**src/rtl/seq_det_pkg.sv**
```systemverilog
// Shared constants for the parametrised serial pattern detector:
// FSM state encoding and the default detect/error patterns.
package seq_det_pkg;

  localparam logic [0:0] ST_RUN    = 1'b0;
  localparam logic [0:0] ST_LOCKED = 1'b1;

  localparam logic [2:0] DET_PATTERN_DEF = 3'b110;
  localparam logic [4:0] ERR_PATTERN_DEF = 5'b11001;

endpackage

```
**src/rtl/shift_matcher.sv**
```systemverilog
// One serial history register with a saturating fill counter. match_o flags
// that the bit being shifted in completes PATTERN (newest bit at LSB).
module shift_matcher #(
  parameter int           W         = 3,
  parameter logic [W-1:0] PATTERN   = '0,
  parameter bit           CAN_FLUSH = 1'b0
) (
  input  logic clk,
  input  logic arstn,
  input  logic shift_i,
  input  logic clr_i,
  input  logic data_i,
  output logic match_o
);

  localparam int FW = $clog2(W + 1);

  logic [W-1:0]  hist_q, hist_d, shifted;
  logic [FW-1:0] fill_q, fill_d, fill_inc;

  generate
    if (W == 1) begin : g_one
      assign shifted = data_i;
    end else begin : g_many
      assign shifted = {hist_q[W-2:0], data_i};
    end
  endgenerate

  assign fill_inc = (fill_q == FW'(W)) ? fill_q : fill_q + 1'b1;
  assign match_o  = shift_i && (fill_inc == FW'(W)) && (shifted == PATTERN);

  always_comb begin
    hist_d = hist_q;
    fill_d = fill_q;
    if (clr_i) begin
      hist_d = '0;
      fill_d = '0;
    end else if (shift_i) begin
      hist_d = shifted;
      // Flushing empties the fill count so the next match needs W fresh bits.
      fill_d = (CAN_FLUSH && match_o) ? '0 : fill_inc;
    end
  end

  always_ff @(posedge clk or negedge arstn) begin
    if (!arstn) begin
      hist_q <= '0;
      fill_q <= '0;
    end else begin
      hist_q <= hist_d;
      fill_q <= fill_d;
    end
  end

endmodule

```
**src/rtl/seq_detector_param.sv**
```systemverilog
// Serial detector: pulses Z and counts detect-pattern hits, and locks with a
// sticky E on the error pattern until clr.
module seq_detector_param
  import seq_det_pkg::*;
#(
  parameter int               DET_W       = 3,
  parameter logic [DET_W-1:0] DET_PATTERN = DET_PATTERN_DEF,
  parameter int               ERR_W       = 5,
  parameter logic [ERR_W-1:0] ERR_PATTERN = ERR_PATTERN_DEF,
  parameter bit               OVERLAP     = 1'b1,
  parameter int               CNT_W       = 8
) (
  input  logic             clk,
  input  logic             arstn,
  input  logic             data,
  input  logic             data_valid,
  input  logic             clr,
  output logic             E,
  output logic             Z,
  output logic [CNT_W-1:0] match_count,
  output logic             locked
);

  logic [0:0]       state_q, state_d;
  logic             e_q, e_d, z_q, z_d;
  logic [CNT_W-1:0] cnt_q, cnt_d;
  logic             sample, det_match, err_match;

  // clr wins over a same-cycle sample, and LOCKED ignores the input entirely.
  assign sample = data_valid && (state_q == ST_RUN) && !clr;

  shift_matcher #(.W(DET_W), .PATTERN(DET_PATTERN), .CAN_FLUSH(!OVERLAP)) u_det (
    .clk     (clk),
    .arstn   (arstn),
    .shift_i (sample),
    .clr_i   (clr),
    .data_i  (data),
    .match_o (det_match)
  );

  shift_matcher #(.W(ERR_W), .PATTERN(ERR_PATTERN), .CAN_FLUSH(1'b0)) u_err (
    .clk     (clk),
    .arstn   (arstn),
    .shift_i (sample),
    .clr_i   (clr),
    .data_i  (data),
    .match_o (err_match)
  );

  always_comb begin
    state_d = state_q;
    e_d     = e_q;
    z_d     = 1'b0;
    cnt_d   = cnt_q;
    if (clr) begin
      state_d = ST_RUN;
      e_d     = 1'b0;
      cnt_d   = '0;
    end else if (sample) begin
      if (err_match) begin
        state_d = ST_LOCKED;
        e_d     = 1'b1;
      end else if (det_match) begin
        z_d   = 1'b1;
        cnt_d = (cnt_q == '1) ? cnt_q : cnt_q + 1'b1;
      end
    end
  end

  always_ff @(posedge clk or negedge arstn) begin
    if (!arstn) begin
      state_q <= ST_RUN;
      e_q     <= 1'b0;
      z_q     <= 1'b0;
      cnt_q   <= '0;
    end else begin
      state_q <= state_d;
      e_q     <= e_d;
      z_q     <= z_d;
      cnt_q   <= cnt_d;
    end
  end

  assign E           = e_q;
  assign Z           = z_q;
  assign match_count = cnt_q;
  assign locked      = (state_q == ST_LOCKED);

endmodule

```
**config.mk**
```make
export PLATFORM = sky130hd
export DESIGN_NAME = seq_detector_param
export DESIGN_NICKNAME = d
export VERILOG_FILES = /design/src/rtl/seq_det_pkg.sv /design/src/rtl/shift_matcher.sv /design/src/rtl/seq_detector_param.sv
export SDC_FILE = /design/constraint.sdc
export NUM_CORES = 1
export LEC_CHECK = 0
export CAP_MARGIN = 20
export CORE_MARGIN = 2
export CORE_UTILIZATION = 51
export DETAILED_ROUTE_END_ITERATION = 6
export GPL_ROUTABILITY_DRIVEN = 0
export GPL_TIMING_DRIVEN = 0
export PLACE_DENSITY_LB_ADDON = 0.2
export SYNTH_ARGS = -nofsm -noshare
export SYNTH_HDL_FRONTEND = slang
export SYNTH_SLANG_ARGS = --single-unit
```
**constraint.sdc**
```tcl
create_clock -name clk -period 2.23 [get_ports clk]
set_input_delay 0.446 -clock clk [delete_from_list [all_inputs] [get_ports clk]]
set_output_delay 0.446 -clock clk [all_outputs]
set_load 0.02 [all_outputs]
```
# --- Word level (Yosys, flattened, before mapping) ---
# Index checks and enable logic that the tools add are counted.
# Widths: inputs -> output; s select.
classes:
  shift: 0
  n_lt_le_gt_ge: 0
  bitwise_logic: 1
  muxes: 22
  div: 0
  n_reduce_logical: 12
  addsub: 3
  mul: 0
  eq_ne: 9
op_table:
  columns: ["cell", "n"]
  rows:
  - ["$mux 8", 5]
  - ["$mux 2", 5]
  - ["$eq 3x3->1 const B", 3]
  - ["$mux 3", 3]
  - ["$add 8x1->8 const B", 1]
  - ["$eq 8x8->1 const B", 1]
  - ["$mux 4", 2]
  - ["$mux 1", 7]
  - ["$logic_and 1x1->1", 6]
  - ["$reduce_bool 2->1", 3]
  - ["$eq 5x5->1 const B", 1]
  - ["$eq 2x2->1 const B", 2]
  - ["$ne 2x2->1 const B", 2]
  - ["$reduce_and 4->1", 1]
  - ["$add 3x1->3 const B", 1]
  - ["$add 2x1->2 const B", 1]
  - ["$reduce_and 2->1", 1]
  - ["$logic_not 1->1", 1]
  - ["$not 1->1", 1]
word_totals:
  word_cells: 54
  register_bits: 21
  mem_count: 0
  ramBits: 0
  mem_bits_ro: 0
  latch_bits: 0

# --- Depth between registers and ports, before layout ---
depth:
  word_depth: 9
  ltp_mapped: 6

# --- Cells and area by module ---
# From an unflattened synthesis, not the netlist that was laid out.
hier_totals:
  hier_cells: 105
  area_unflattened_um2: 1154.9
by_module_without_submodules:
  columns: ["mod", "n_inst", "seq_area_each_um2", "area_per_inst_um2", "cells_each"]
  rows:
  - ["seq_detector_param", 1, 250.2, 593.1, 56]
  - ["shift_matcher (u_err)", 1, 175.2, 387.9, 33]
  - ["shift_matcher (u_det)", 1, 100.1, 173.9, 16]

# --- Worst setup path after synthesis ---
# Ideal clock, no wire load.
synth_path:
  kind: "flip-flop to flip-flop"
  startpoint: "register cnt_q[0] (netlist: match_count[0])"
  endpoint: "register cnt_q[7] (netlist: match_count[7])"
  setup_time_ns: 0.078
  n_path_buf: 0
  slack_ns: 0.493
  stages_incl_launch_ff: 6
  synth_period_minus_slack_ns: 1.737
  arrival_ns: 1.659
  path_cell_list: "dfrtp_1 -> ha_1 -> nand3_1 -> o211ai_4 -> or4_1 -> a21oi_1"
synth_via:
  elab_chain_cells: 6
  word_cells_on_any_way: 9
  cone_classes: "add/sub: 1; eq/ne: 2; mux: 5; reduce/logical: 1"
synth_rtl:
  columns: ["element", "line", "text"]
  rows:
  - ["start: declaration", "seq_detector_param.sv:26", "logic [CNT_W-1:0] cnt_q, cnt_d;"]
  - ["start signal: assignment", "seq_detector_param.sv:80", "cnt_q <= cnt_d;"]
  - ["$add 8x1->8", "seq_detector_param.sv:65", "cnt_d = (cnt_q == '1) ? cnt_q : cnt_q + 1'b1;"]
  - ["$mux 8", "seq_detector_param.sv:65", null]
  - ["$mux 8", "seq_detector_param.sv:63", "end else if (det_match) begin"]
  - ["$mux 8", "seq_detector_param.sv:60", "if (err_match) begin"]
  - ["$mux 8", "seq_detector_param.sv:59", "end else if (sample) begin"]
  - ["$mux 8", "seq_detector_param.sv:55", "if (clr) begin"]
# Several ways; a longest one is shown, not always the timed one. The select of a mux whose other input is x is not followed.
# A chain may end at the register's enable or synchronous reset.

==> results by group <==
Timing
  – Slew @ Worst Pin: 0.838 ns
  – Final Cycle Share: 0.878
  – Post-route minimum period: 1.96 ns
  – Clock skew: 0.00434 ns
  – RSZ-0062 raised after global routing: false
  – Max Clk Rate: 511 MHz
  – TNS Setup: 0 ns
  – Hold Vio Cnt, Final: 0
  – Relative slew slack: 0.440
  – Setup violators final: 0
  – Final Slew Violations: 0
  – WHS: 0.347 ns

Clock tree
  – CTS resizes: 0
  – Clock root buffer: clkbuf_4
  – CTS Buffer Depth: 2
  – Clk_lat worst skew: 0.30 ns
  – CTS buffer count: 3
  – H-Tree Depth: 1
  – CTS tree: done
  – Buffer count from post-CTS setup fixing: 0
  – Hold-fix buffers, CTS: 0
  – Total clock sinks: 19
  – Clock transition at path regs: 0.11 ns

Die
  – Die Y: 47.7 µm
  – I/O Pins: 16
  – Area of the core: 0.00176 mm²
  – # rows: 15
  – Starting Density: 0.551
  – Chip width: 47.7 µm
  – Total die area: 0.00227 mm²

Global routing
  – All-layer global routing usage: 0.202
  – GRT Residual Overflow: 0
  – First-pass GRT wire length: 3130 µm
  – Vias in the first global route: 731
  – Largest net degree at the start of global routing: 20
  – Initial antenna violation count: 0

Logic synthesis
  – Number of flops mapped to enable cells by yosys: 0
  – Cells after synthesis: 99
  – Leading area contributor after synthesis: dfrtp_1
  – Fraction of registers with async set/reset: 1.00
  – Post-synth top cells: dfrtp_1, nand2_1, a21oi_1, nor2_1, nand4_1
  – Synth Net Count: 107
  – YS warnings: 0
  – Yosys top cell area share: 0.489
  – #FFs+latches synth: 19
  – Top_reg_cell synth: dfrtp_1
  – Syn_area_per_cell: 9.82 µm²
  – Dominant cells by area after synthesis: dfrtp_1, nand2_1, a21oi_1
  – Count leader, synth: dfrtp_1
  – Area of the mapped netlist: 972 µm²
  – Post-synthesis sequential area ratio: 0.489
  – Distinct cell type count after synthesis: 32

Finish
  – Layout area overhead: 20.3%
  – Ant. Diodes: 0
  – Layout net count: 126
  – FILL cells: 151
  – Layout cells sized above 1: 0.0598

Critical path
  – Worst EP required: 1.78 ns
  – Worst path slowest cell: clkdlybuf4s50_1
  – CP Cell Sequence: buf_4, clkdlybuf4s50_1
  – CP Max Fanout: 6
  – CP Data Arrival Time: 1.51 ns
  – Setup CP Type: reg2out
  – CP max stage delay: 0.58 ns
  – CP Launch Type: register
  – Worst setup EP type: output port
  – R2R depth: 5

Job
  – Number of max-cap violations: 0

Drt
  – DRC: 0
  – Initial DRC count: 27
  – Via density: 5.59
  – Via count: 794
  – WL final: 1980 µm
  – ANT nets after route: 0
  – Total iterations of the first detailed-routing run: 4
  – Routed len/inst: 14.0 µm

Run status
  – Status: finished clean

Hold path
  – Hold depth: 2
  – HP Class: in2reg

Place
  – Port bufs: 14
  – DP Wirelength: 1400 µm

Pwr
  – Leak Pwr: 0.491 nW
  – Maximum vdd drop: 0.000369 V
  – Power density over the cells: 511 mW/mm²
flip-flops by register name (all words and copies together), names as in the netlist:
signal / flops
match_count: 8
u_err.hist_q: 4
u_err.fill_q: 3
u_det.fill_q: 2
E: 1
Z: 1
power by group:
| group | leakage (nW) | internal [W] | total [W] | switching [W] |
|---|---|---|---|---|
| clock network | 0.0150 | 0.0000698 | 0.000180 | 0.000111 |
| registers | 0.261 | 0.000353 | 0.000362 | 0.00000906 |
| logic | 0.215 | 0.0000229 | 0.0000554 | 0.0000326 |
| total | 0.491 | 0.000446 | 0.000598 | 0.000152 |
metal layers:
layer,wire [µm],part of all wire,GRT usage
met3,77,0.039,0.0566
met5,0,0,0
met1,967,0.49,0.271
met2,930,0.47,0.300
met4,9,0.0045,0.103
critical path: cells and delay by family (launching register included):
kind | cells | cell delay [ns]
buf+inv | 2 | 0.73
flops | 1 | 0.48
cells in the final DEF (no fill, tap or decap), types with 3 or more instances in the layout:
master,netlist,layout
dfrtp_1,19,19
nand2_1,14,14
clkdlybuf4s50_1,0,14
a21oi_1,10,10
nor2_1,10,10
nand4_1,4,4
inv_1,3,3
nor3_1,3,3
nand3_1,3,3
mux2i_1,3,3
ha_1,3,3
clkbuf_4,0,3
through the flow:
stage	util	cell area, µm²	cells	total power [W]	setup WS, ns
floorplan	-	972	99	0.000401	0.493
global placement	0.648	1140	138	0.000422	0.0239
detailed placement	0.648	1140	138	0.000425	0.0116
CTS	0.663	1170	142	0.000601	0.264
global route	0.663	1170	142	0.000622	0.206
finish	0.663	1170	142	0.000598	0.272
worst paths after layout:
| check | startpoint | endpoint | slack, ns |
|---|---|---|---|
| max | E | locked | 0.27 |
| min | clr | u_err.hist_q[3] | 0.35 |
| max reg2reg | match_count[0] | match_count[7] | 0.41 |
| min reg2reg | u_err.hist_q[3] | u_err.hist_q[3] | 0.54 |
| max in group asynchronous | arstn | u_err.hist_q[3] | 1.10 |
| min in group asynchronous | arstn | Z | 0.61 |
cells by family after synthesis:
logic type | count (synthesis) | synth area share
multiplexers | 3 | 0.0309
flip-flops | 19 | 0.489
adder cells (fa/ha/maj) | 3 | 0.0386
AND/OR/NAND/NOR | 48 | 0.266
AO/OA/AOI/OAI | 18 | 0.122
buffers and inverters | 6 | 0.0347
XOR/XNOR | 2 | 0.0180
layout make-up:
| cell class | instances | area (µm²) | area share |
|---|---|---|---|
| Multi-Input combinational cell | 74 | 463 | 0.396 |
| Sequential cell | 19 | 475 | 0.406 |
| Tap cell | 25 | 31.3 | 0.0267 |
| Timing Repair Buffer | 14 | 140 | 0.120 |
| Buffer | 3 | 22.5 | 0.0193 |
| Inverter | 3 | 11.3 | 0.00963 |
| Clock buffer | 4 | 26.3 | 0.0225 |
No activity file was read; power rests on OpenSTA's default activity.
